### config.mk
export PLATFORM = sky130hd
export DESIGN_NAME = spi_cmd_bridge
export DESIGN_NICKNAME = d
export VERILOG_FILES = /design/src/rtl/spi_cmd_bridge_pkg.sv /design/src/rtl/spi_cmd_bridge_cdc_toggle_sync.sv /design/src/rtl/spi_cmd_bridge.sv
export SDC_FILE = /design/constraint.sdc
export NUM_CORES = 1
export LEC_CHECK = 0
export CORE_ASPECT_RATIO = 1.25
export CORE_UTILIZATION = 63
export CTS_CLUSTER_SIZE = 10
export DETAILED_ROUTE_END_ITERATION = 6
export DONT_BUFFER_PORTS = 1
export PLACE_DENSITY = 0.8
export SLEW_MARGIN = 20
export SYNTH_ARGS = -nofsm -noshare
export SYNTH_HDL_FRONTEND = slang
export SYNTH_SLANG_ARGS = --single-unit
### constraint.sdc
create_clock -name clk -period 3.7 [get_ports clk]
set_input_delay 0.555 -clock clk [delete_from_list [all_inputs] [get_ports clk]]
set_output_delay 0.555 -clock clk [all_outputs]
set_load 0.1 [all_outputs]
### src/rtl/spi_cmd_bridge_pkg.sv
// Shared opcodes, constant reply bytes and FSM state encoding for the SPI command bridge.
package spi_cmd_bridge_pkg;

  localparam logic [7:0] CMD_WRITE = 8'h01;
  localparam logic [7:0] CMD_READ  = 8'h02;
  localparam logic [7:0] CMD_ID    = 8'h9F;
  localparam logic [7:0] ID_BYTE   = 8'h5A;

  typedef enum logic [2:0] {
    ST_CMD       = 3'd0,
    ST_ADDR      = 3'd1,
    ST_WR_DATA   = 3'd2,
    ST_WR_BUSY   = 3'd3,
    ST_RD_FETCH  = 3'd4,
    ST_RD_STREAM = 3'd5,
    ST_DISCARD   = 3'd6
  } state_t;

endpackage

### src/rtl/spi_cmd_bridge_cdc_toggle_sync.sv
// Multi-flop synchroniser for a signal from the SPI domain; optionally turns
// each level change of a toggle into a one-cycle strobe.
module cdc_toggle_sync #(
  parameter int SYNC_STAGES = 2,
  parameter bit EDGE_DETECT = 1'b1,
  parameter bit RESET_VAL   = 1'b0
) (
  input  logic clk,
  input  logic rst,
  input  logic din,
  output logic level,
  output logic strobe
);

  logic [SYNC_STAGES-1:0] sync_q;
  logic                   hist_q;

  always_ff @(posedge clk or posedge rst) begin
    if (rst) begin
      sync_q <= {SYNC_STAGES{RESET_VAL}};
      hist_q <= RESET_VAL;
    end else begin
      sync_q <= {sync_q[SYNC_STAGES-2:0], din};
      hist_q <= sync_q[SYNC_STAGES-1];
    end
  end

  assign level  = sync_q[SYNC_STAGES-1];
  assign strobe = EDGE_DETECT ? (level ^ hist_q) : 1'b0;

endmodule

### src/rtl/spi_cmd_bridge.sv
// Decodes SPI command frames (opcode, address, data stream) into cart-bus
// memory transactions and supplies the next MISO byte to the SPI slave.
module spi_cmd_bridge
  import spi_cmd_bridge_pkg::*;
#(
  parameter int          ADDR_W      = 24,
  parameter int          SYNC_STAGES = 2,
  parameter logic [7:0]  IDLE_BYTE   = 8'hFF
) (
  input  logic              clk,
  input  logic              rst,
  input  logic              spi_cs,
  input  logic [7:0]        rx_byte,
  input  logic              rx_toggle,
  output logic [7:0]        tx_byte,
  output logic              mem_req,
  output logic              mem_we,
  output logic [ADDR_W-1:0] mem_addr,
  output logic [7:0]        mem_wdata,
  input  logic              mem_ack,
  input  logic [7:0]        mem_rdata,
  output logic              overrun,
  output logic [2:0]        dbg_state
);

  localparam int ADDR_BYTES = ADDR_W / 8;

  logic              rx_stb;
  logic              rx_lvl;
  logic              cs_lvl;
  logic              cs_unused;
  logic [7:0]        rx_hold;
  logic              byte_vld;
  logic              byte_ok;
  state_t            state;
  logic              is_write;
  logic              skip_dummy;
  logic [3:0]        byte_cnt;
  logic [ADDR_W-1:0] addr_reg;
  logic [ADDR_W-1:0] addr_inc;

  cdc_toggle_sync #(
    .SYNC_STAGES(SYNC_STAGES),
    .EDGE_DETECT(1'b1),
    .RESET_VAL  (1'b0)
  ) u_rx_sync (
    .clk   (clk),
    .rst   (rst),
    .din   (rx_toggle),
    .level (rx_lvl),
    .strobe(rx_stb)
  );

  // Chip-select resets to "deselected" so the bridge idles aborted until the host drives it low.
  cdc_toggle_sync #(
    .SYNC_STAGES(SYNC_STAGES),
    .EDGE_DETECT(1'b0),
    .RESET_VAL  (1'b1)
  ) u_cs_sync (
    .clk   (clk),
    .rst   (rst),
    .din   (spi_cs),
    .level (cs_lvl),
    .strobe(cs_unused)
  );

  always_ff @(posedge clk or posedge rst) begin
    if (rst) begin
      rx_hold  <= 8'h00;
      byte_vld <= 1'b0;
    end else begin
      byte_vld <= rx_stb;
      if (rx_stb) rx_hold <= rx_byte;
    end
  end

  // Bus handshake: mem_req rises with mem_we/mem_addr/mem_wdata stable and stays
  // high until mem_ack is sampled high; mem_ack is only honoured while mem_req is high.
  assign byte_ok   = byte_vld && !mem_req;
  assign addr_inc  = addr_reg + {{(ADDR_W-1){1'b0}}, 1'b1};
  assign dbg_state = state;

  always_ff @(posedge clk or posedge rst) begin
    if (rst) begin
      state      <= ST_CMD;
      tx_byte    <= IDLE_BYTE;
      mem_req    <= 1'b0;
      mem_we     <= 1'b0;
      mem_addr   <= '0;
      mem_wdata  <= 8'h00;
      overrun    <= 1'b0;
      is_write   <= 1'b0;
      skip_dummy <= 1'b0;
      byte_cnt   <= 4'd0;
      addr_reg   <= '0;
    end else begin
      overrun <= 1'b0;
      if (cs_lvl) begin
        // Abort: any in-flight request still finishes; its read data is dropped.
        tx_byte <= IDLE_BYTE;
        if (!mem_req || mem_ack) begin
          mem_req <= 1'b0;
          state   <= ST_CMD;
        end
      end else begin
        if (byte_vld && mem_req) overrun <= 1'b1;
        case (state)
          ST_CMD: begin
            if (byte_ok) begin
              byte_cnt <= 4'd0;
              case (rx_hold)
                CMD_WRITE: begin
                  is_write <= 1'b1;
                  state    <= ST_ADDR;
                end
                CMD_READ: begin
                  is_write <= 1'b0;
                  state    <= ST_ADDR;
                end
                CMD_ID: begin
                  tx_byte <= ID_BYTE;
                  state   <= ST_DISCARD;
                end
                default: state <= ST_DISCARD;
              endcase
            end
          end
          ST_ADDR: begin
            if (byte_ok) begin
              addr_reg <= {addr_reg[ADDR_W-9:0], rx_hold};
              byte_cnt <= byte_cnt + 4'd1;
              if (byte_cnt == 4'(ADDR_BYTES - 1)) begin
                state      <= is_write ? ST_WR_DATA : ST_RD_FETCH;
                skip_dummy <= 1'b1;
              end
            end
          end
          ST_WR_DATA: begin
            if (byte_ok) begin
              mem_req   <= 1'b1;
              mem_we    <= 1'b1;
              mem_addr  <= addr_reg;
              mem_wdata <= rx_hold;
              state     <= ST_WR_BUSY;
            end
          end
          ST_WR_BUSY: begin
            if (mem_ack) begin
              mem_req  <= 1'b0;
              addr_reg <= addr_inc;
              state    <= ST_WR_DATA;
            end
          end
          ST_RD_FETCH: begin
            if (!mem_req) begin
              mem_req  <= 1'b1;
              mem_we   <= 1'b0;
              mem_addr <= addr_reg;
            end else if (mem_ack) begin
              mem_req  <= 1'b0;
              tx_byte  <= mem_rdata;
              addr_reg <= addr_inc;
              state    <= ST_RD_STREAM;
            end
          end
          ST_RD_STREAM: begin
            // The first byte after the address is the host's dummy turnaround byte.
            if (byte_ok) begin
              if (skip_dummy) skip_dummy <= 1'b0;
              else            state      <= ST_RD_FETCH;
            end
          end
          ST_DISCARD: ;
          default: state <= ST_CMD;
        endcase
      end
    end
  end

endmodule

==> impl_metrics.yaml, run 1 <==
clock_tree:
  cts_tree: "yes"
  postCtsSetupBuffers: 0
  cts_resized: 0
  cts_inserted_buffers: 9
  cts.sinks: 90
  htree_levels: 3
  ctsLongestPathBuffers: 2
  clk-insertion-delay-late_ns: 0.37
  ctsHoldBuffers: 0
  clkTransAtPathRegs_ns: 0.09
  cts-root-buf: "clkbuf_8"
yosys:
  syn-cell-area_um2: 4430
  yosysSeqAreaShare: 0.512
  synthTopCellsByCount: "80 x dfrtp_1, 38 x mux2_2, 36 x a21oi_1"
  syn-num-nets: 434
  async_flop_share: 1.00
  synth_edf_count: 0
  synth_seq_cells: 90
  syn_avg_cell_area_um2: 10.8
  synthCells: 410
  yosysMostFrequentCell: "dfrtp_1"
  ys_types: 59
  yosysTopAreaCellShare: 0.452
  synth_top_area_cell: "dfrtp_1"
  synthTopCellsByArea: "dfrtp_1 45%, mux2_2 9.7%, dfstp_2 5.9%"
  yosys_warnings: 0
  synth-main-ff-cell: "dfrtp_1"
detailed_routing:
  wirelength_um: 9190
  vias: 3239
  viasPerCell: 6.52
  drt_iter0_markers: 211
  wl_per_cell_um: 18.5
  drc: 0
  drtPass1Iterations: 5
  ant_nets: 0
floorplan:
  start_util: 0.662
  rows: 33
  dieArea_um2: 7370
  io_pins: 67
  core_um2: 6690
  die_h_um: 95.7
  die_w_um: 77.0
sta:
  skew_ns: 0.0107
  whs_ns: 0.0127
  hold_viol: 0
  tns_ns: 0
  setup_viol: 0
  fin_crit_ns: 2.54
  clock.fmax_mhz: 393
  period_share: 0.688
  worst_pin_slew_ns: 0.957
  rsz0062_at_grt: "no"
  slew_headroom: 0.360
  final_max_slew_viol_count: 0
job:
  drv_cap: 0
placed_design:
  dpl_cell_area_um2: 4480
  portBuffers: 0
  dpl.hpwl_um: 6200
  gp_congestion: 0.878
global_routing:
  grtUsageTotal: 0.266
  grt_remaining_overflow: 0
  antenna_found_initial: 0
  grt_max_degree: 36
  grt_pass1_wl_um: 14900
  grt_pass1_vias: 3000
critical_path:
  worstReg2RegStart: "dbg_state[1]"
  worstPathArrival_ns: 2.84
  critPathKind: "reg2reg"
  rr_endpoint: "addr_reg[15]"
  critPathLaunchType: "flop"
  reg2reg_depth: 5
  cp.required_ns: 4.00
  reg2reg_setup_slack_ns: 1.16
  crit_path_start: "dbg_state[1]"
  cp_max_fo: 35
  cp-end-kind: "flop"
cells_and_area:
  fill_cells: 522
  drive_gt1_frac: 0.237
  post-route-cell-area_um2: 4680
  area_growth_pct: 5.77
  nNetsFinal: 429
  finalCoreUtilization: 0.700
  antenna_cells: 0
run_status:
  status: "completed"
min_path:
  hold_class: "in2async"
stage by stage:
| step | std cells | setup WS (ns) |
|---|---|---|
| final | 497 | 1.16 |
| after global routing | 497 | 0.938 |
| after CTS | 497 | 1.17 |
| after detailed placement | 481 | 1.19 |
| after global placement | 481 | 1.31 |
| after floorplan | 410 | 0.826 |
worst max-delay path: stages, from the launching register on:
cell and delay [ns]:
dfrtp_1 0.58, or3b_1 0.44, a211o_1 0.34, a21oi_4 0.77, a21oi_1 0.16, a21oi_1 0.17
cells by family after synthesis:
| group | count (synthesis) | synth area share |
|---|---|---|
| muxes | 39 | 0.0992 |
| DFF | 90 | 0.512 |
| adders and majority gates | 3 | 0.00848 |
| AOI/OAI and AO/OA | 119 | 0.182 |
| xor gates and xnor gates | 2 | 0.00396 |
| and+or+nand+nor | 122 | 0.156 |
| buffers and inverters | 35 | 0.0387 |
cell type report:
cell class / instances / area [µm²] / area share
Timing Repair Buffer: 11 / 82.6 / 0.0176
Clock buffer: 11 / 141 / 0.0302
Inverter: 8 / 31.3 / 0.00668
Multi-Input combinational cell: 285 / 1990 / 0.425
Tap cell: 87 / 109 / 0.0232
Sequential cell: 90 / 2260 / 0.484
Clock inverter: 5 / 62.6 / 0.0134
per-layer routing:
metal / wire (µm) / GRT usage / up-vias
li1: - / - / 1501
met2: 4390 / 0.423 / 128
met3: 615 / 0.0540 / 22
met5: 0 / 0 / -
met4: 265 / 0.154 / 0
met1: 3920 / 0.341 / 1588
layout by cell type (no fill, tap or decap), types with 5 or more instances in the layout:
cell        n
a21o_1      8
a21oi_1    36
a21oi_2     5
a2bb2oi_2   6
and4_1      5
buf_4      11
clkbuf_8   10
dfrtp_1    80
dfstp_2    10
inv_1       7
mux2_2     38
nand2_1    33
nand3_1    19
nand3b_1    7
nand4_1    11
nor2_1     13
nor2b_1     7
o21ai_0    27
o22ai_1    10
worst max-delay path by stage:
stage | endpoint | slack [ns] | cells after the start
after floorplan | addr_reg[0] | 0.83 | 1
after global placement | addr_reg[5] | 1.31 | 5
after detailed placement | mem_addr[18] | 1.19 | 5
after CTS | mem_addr[23] | 1.17 | 5
after global routing | mem_addr[23] | 0.94 | 5
final | addr_reg[15] | 1.16 | 5
Power of run 1 is not shown: default switching activity piles up to over one toggle a cycle in this logic, so the estimate is an artifact.
==> run 2: changes to the inputs <==
==> constraint.sdc (replaced) <==
create_clock -name clk -period 2.44 [get_ports clk]
set_input_delay 0.366 -clock clk [delete_from_list [all_inputs] [get_ports clk]]
set_output_delay 0.366 -clock clk [all_outputs]
set_load 0.1 [all_outputs]
==> run 2 against run 1 <==
Core utilization up 1.7 points; worst hold slack better by 0.021 ns; die area unchanged; register-to-register slack worse by 0.81 ns; global-route usage up 0.61 points; sequential share of layout area down 1.1 points; non-clock buffer count up 7; cell area up 2.5%; final cell count up 1.4%; largest cell class unchanged.
==> impl_metrics.yaml, run 2 (same netlist as run 1, synthesis figures left out) <==
min_path:
  hp-start: "rx_toggle"
  hold_class: "in2reg"
  holdPathEnd: "u_rx_sync.sync_q[0]"
  holdPathStages: 0
critical_path:
  reg2reg_depth: 5
  critPathKind: "reg2reg"
  reg2reg_setup_slack_ns: 0.35
  crit_family: "flip-flops"
  cp.required_ns: 2.67
  slowest_stage: "dfrtp_2"
  crit_path_cell_trace: "nor2b_1, a21oi_1, nor4_4, buf_4, mux2_2"
  worstPathArrival_ns: 2.33
  worstReg2RegStart: "dbg_state[1]"
  cp.depth: 5
  critPathLaunchType: "flop"
  crit_path_start: "dbg_state[1]"
  crit_buf_inv: 1
  slowest_delay_ns: 0.55
  rr_endpoint: "mem_addr[6]"
  cp_max_fo: 21
  cp-end-kind: "flop"
sta:
  period_share: 0.858
  setup_viol: 0
  rsz0062_at_grt: "no"
  final_max_slew_viol_count: 0
  clock.fmax_mhz: 478
  whs_ns: 0.0337
  fin_crit_ns: 2.09
  hold_viol: 0
  tns_ns: 0
  worst_pin_slew_ns: 0.919
  setup_slack_ns: 0.347
  skew_ns: 0.0128
  slew_headroom: 0.387
clock_tree:
  clkTransAtPathRegs_ns: 0.08
  cts-root-buf: "clkbuf_8"
  ctsLongestPathBuffers: 2
  cts.sinks: 90
  cts_inserted_buffers: 9
  htree_levels: 3
  cts_tree: "yes"
  cts_resized: 0
  clk-insertion-delay-late_ns: 0.36
global_routing:
  grt_remaining_overflow: 0
  grtUsageTotal: 0.272
  grt_pass1_vias: 3195
  antenna_found_initial: 0
  grt_max_degree: 63
  grt_pass1_wl_um: 15600
detailed_routing:
  drt_iter0_markers: 253
  drtPass1Iterations: 5
  wl_per_cell_um: 18.9
  drc: 0
  ant_nets: 0
  wirelength_um: 9510
  viasPerCell: 6.51
  vias: 3280
cells_and_area:
  area_growth_pct: 8.39
  nNetsFinal: 436
  post-route-cell-area_um2: 4800
  antenna_cells: 0
  layout_common_cells: "78 x dfrtp_1, 38 x mux2_2, 36 x a21oi_1"
  final_common_cell: "dfrtp_1"
  drive_gt1_frac: 0.247
floorplan:
  core_um2: 6690
  dieArea_um2: 7370
  die_h_um: 95.7
  die_w_um: 77.0
  rows: 33
  io_pins: 67
  start_util: 0.662
run_status:
  status: "completed"
placed_design:
  dpl_cell_area_um2: 4560
  dp_slack_ns: 0.366
  gp_congestion: 0.900
  portBuffers: 0
  dpl.hpwl_um: 6370
job:
  drv_cap: 0
[run 2: cell types whose count changed in the layout (fill, tap and decap cells not counted), moves of 2 or more]
cell | previous run | this run
buf_12 | 0 | 3
buf_4 | 11 | 13
dfrtp_1 | 80 | 78
dfrtp_2 | 0 | 2
dlygate4sd3_1 | 0 | 2
[run 2: worst reg2reg max path: cells and delay by family, from the launching register on]
kind / cells / cell delay (ns)
muxes: 1 / 0.38
buffers and inverters: 1 / 0.34
and+or+nand+nor: 2 / 0.54
AOI/OAI and AO/OA: 1 / 0.17
DFF: 1 / 0.55
[run 2: final cells by class]
type                       instances  area, µm²
sequential                        90       2270
multi-input combinational        285       1990
fill                             479       1890
timing repair buffer              18        178
clock buffer                      12        145
tap                               87        109
clock inverter                     4       75.1
inverter                           8       33.8
[run 2: repair_timing]
| action | CTS | global route |
|---|---|---|
| hold buffers | 2 | 0 |
| buffers inserted | 0 | 0 |
| endpoints found under the hold margin | 29 | 0 |
[run 2: worst max-delay path by stage]
stage | endpoint
finish | mem_addr[6]
global route | mem_addr[6]
CTS | mem_addr[10]
detailed placement | mem_addr[10]
global placement | addr_reg[12]
floorplan | dbg_state[0]
[run 2: metal layers]
metal	up-vias	track usage	wire (µm)
li1	1516	-	-
met1	1617	0.343	3890
met5	-	0	0
met4	0	0.115	204
met3	18	0.0635	671
met2	129	0.455	4740
[run 2: metrics by stage]
step | utilization | cells
final | 0.717 | 504
after global routing | 0.717 | 504
after CTS | 0.717 | 504
after detailed placement | 0.681 | 486
after global placement | 0.681 | 486
after floorplan | - | 410
Power of run 2 is left out for the same reason.
==> run 3: changes to the inputs <==
--- a/config.mk
+++ b/config.mk
@@ -11,7 +11,6 @@
 export DETAILED_ROUTE_END_ITERATION = 6
 export DONT_BUFFER_PORTS = 1
 export PLACE_DENSITY = 0.8
-export SLEW_MARGIN = 20
 export SYNTH_ARGS = -nofsm -noshare
 export SYNTH_HDL_FRONTEND = slang
 export SYNTH_SLANG_ARGS = --single-unit
==> constraint.sdc (replaced) <==
create_clock -name clk -period 2.44 [get_ports clk]
set_input_delay 0.366 -clock clk [delete_from_list [all_inputs] [get_ports clk]]
set_output_delay 0.366 -clock clk [all_outputs]
set_load 0.02 [all_outputs]
==> run 3 against run 2 <==
Non-clock buffer count did not move; routed wire length fell by 0.39%; count of clock-buffer cells in the layout unchanged; die area unchanged; flip-flop and latch count unchanged; global-route usage rose by 0.55 points; critical path depth did not move; worst setup slack got worse by 0.0030 ns; sequential share of layout area rose by 0.52 points; core utilization shrank 0.86 points; register-to-register slack hardly changed; largest cell class unchanged.
==> impl_metrics.yaml, run 3 (same netlist as run 1, synthesis figures left out) <==
sta:
  final_max_slew_viol_count: 0
  worst_pin_slew_ns: 0.807
  setup_viol: 0
  slew_headroom: 0.460
  rsz0062_at_grt: "no"
  skew_ns: 0.0115
  fin_crit_ns: 2.10
  hold_viol: 0
  period_share: 0.859
  clock.fmax_mhz: 477
  tns_ns: 0
detailed_routing:
  drt_iter0_markers: 267
  viasPerCell: 6.59
  wl_met3_um: 609
  dr.max_layer_used: "met4"
  dr_wl_met2_um: 4740
  drtPass1Iterations: 5
  vias: 3319
  wl_per_cell_um: 18.8
  wl_met1_um: 3900
  wirelength_um: 9470
  ant_nets: 0
  drc: 0
floorplan:
  core_um2: 6690
  die_w_um: 77.0
  io_pins: 67
  die_h_um: 95.7
  dieArea_um2: 7370
  start_util: 0.662
  rows: 33
clock_tree:
  cts_resized: 0
  cts.sinks: 90
  cts-root-buf: "clkbuf_8"
  ctsLongestPathBuffers: 2
  htree_levels: 3
  cts_inserted_buffers: 9
  ctsHoldBuffers: 2
  clkTransAtPathRegs_ns: 0.08
  cts_tree: "yes"
  clk-insertion-delay-late_ns: 0.36
  postCtsSetupBuffers: 0
cells_and_area:
  nNetsFinal: 436
  drive_gt1_frac: 0.240
  antenna_cells: 0
  finalCoreUtilization: 0.709
  area_growth_pct: 7.09
  final_common_cell: "dfrtp_1"
  layout_common_cells: "80 x dfrtp_1, 38 x mux2_2, 36 x a21oi_1"
global_routing:
  grtUsageTotal: 0.277
  grt_max_degree: 69
  grt_pass1_vias: 3244
  antenna_found_initial: 0
  grt_remaining_overflow: 0
  grt_pass1_wl_um: 16000
critical_path:
  slowest_stage: "dfrtp_1"
  cp-end-kind: "flop"
  crit_family: "compound AO/OA/AOI/OAI gates"
  critPathKind: "reg2reg"
  critPathLaunchType: "flop"
  cp_max_fo: 15
  slowest_delay_ns: 0.66
  worstPathArrival_ns: 2.37
  cp.required_ns: 2.71
  crit_path_cell_trace: "inv_1, a211o_1, a21o_1, a21oi_1, a2bb2oi_1"
  crit_buf_inv: 1
job:
  drv_cap: 0
min_path:
  hold_class: "in2reg"
run_status:
  status: "completed"
power_and_ir_drop:
  vdd_drop_max_mv: 0.745
  power.density_nw_per_um2: 1260
  p_leak_nw: 1.82
placed_design:
  portBuffers: 0
  gp_congestion: 0.900
  dpl.hpwl_um: 6290
[run 3: power by group]
group / total, mW / switching, mW / internal, mW / leakage (nW)
registers: 3.06 / 1.02 / 2.04 / 1.03
clock network: 0.884 / 0.510 / 0.373 / 0.0805
logic: 2.02 / 1.07 / 0.949 / 0.705
total: 5.97 / 2.60 / 3.37 / 1.82
[run 3: cell type report]
class                      count  area [µm²]
multi-input combinational    285        1990
inverter                       8        33.8
sequential                    90        2260
tap                           87         109
fill                         500        1950
timing repair buffer          18         178
clock inverter                 4        30.0
clock buffer                  12         135
[run 3: path summary, 6_finish.rpt]
kind,startpoint,to,depth (start not counted),slack [ns]
max,dbg_state[0],addr_reg[21],5,0.34
min,rx_toggle,u_rx_sync.sync_q[0],0,0.03
max reg2reg,dbg_state[0],addr_reg[21],5,0.34
min reg2reg,u_rx_sync.sync_q[0],u_rx_sync.sync_q[1],0,0.35
max in group asynchronous,rst,tx_byte[0],3,1.20
min in group asynchronous,rst,u_rx_sync.sync_q[0],2,0.51
[run 3: worst register-to-register path, cell delays in order (launching register included)]
cell       delay [ns]
dfrtp_1          0.66
inv_1            0.23
a211o_1          0.37
a21o_1           0.36
a21oi_1          0.20
a2bb2oi_1        0.19
[run 3: routing by layer]
| metal | track usage | vias to the layer above |
|---|---|---|
| li1 | - | 1519 |
| met1 | 0.352 | 1633 |
| met2 | 0.461 | 144 |
| met3 | 0.0550 | 23 |
| met4 | 0.132 | 0 |
| met5 | 0 | - |
[run 3: through the flow]
stage / cells / power [mW] / cell area, µm² / setup slack (ns) / hold slack, ns
after detailed placement: 486 / 5.06 / 4560 / 0.387 / 0.295
final: 504 / 5.97 / 4740 / 0.344 / 0.0284
after global placement: 486 / 4.96 / 4560 / 0.465 / 0.293
after floorplan: 410 / 4.49 / 4430 / 0.481 / 0.331
after CTS: 504 / 5.97 / 4740 / 0.363 / 0.0178
after global routing: 504 / 6.35 / 4740 / 0.175 / 0.00315
Power figures use the tool's default switching activity.
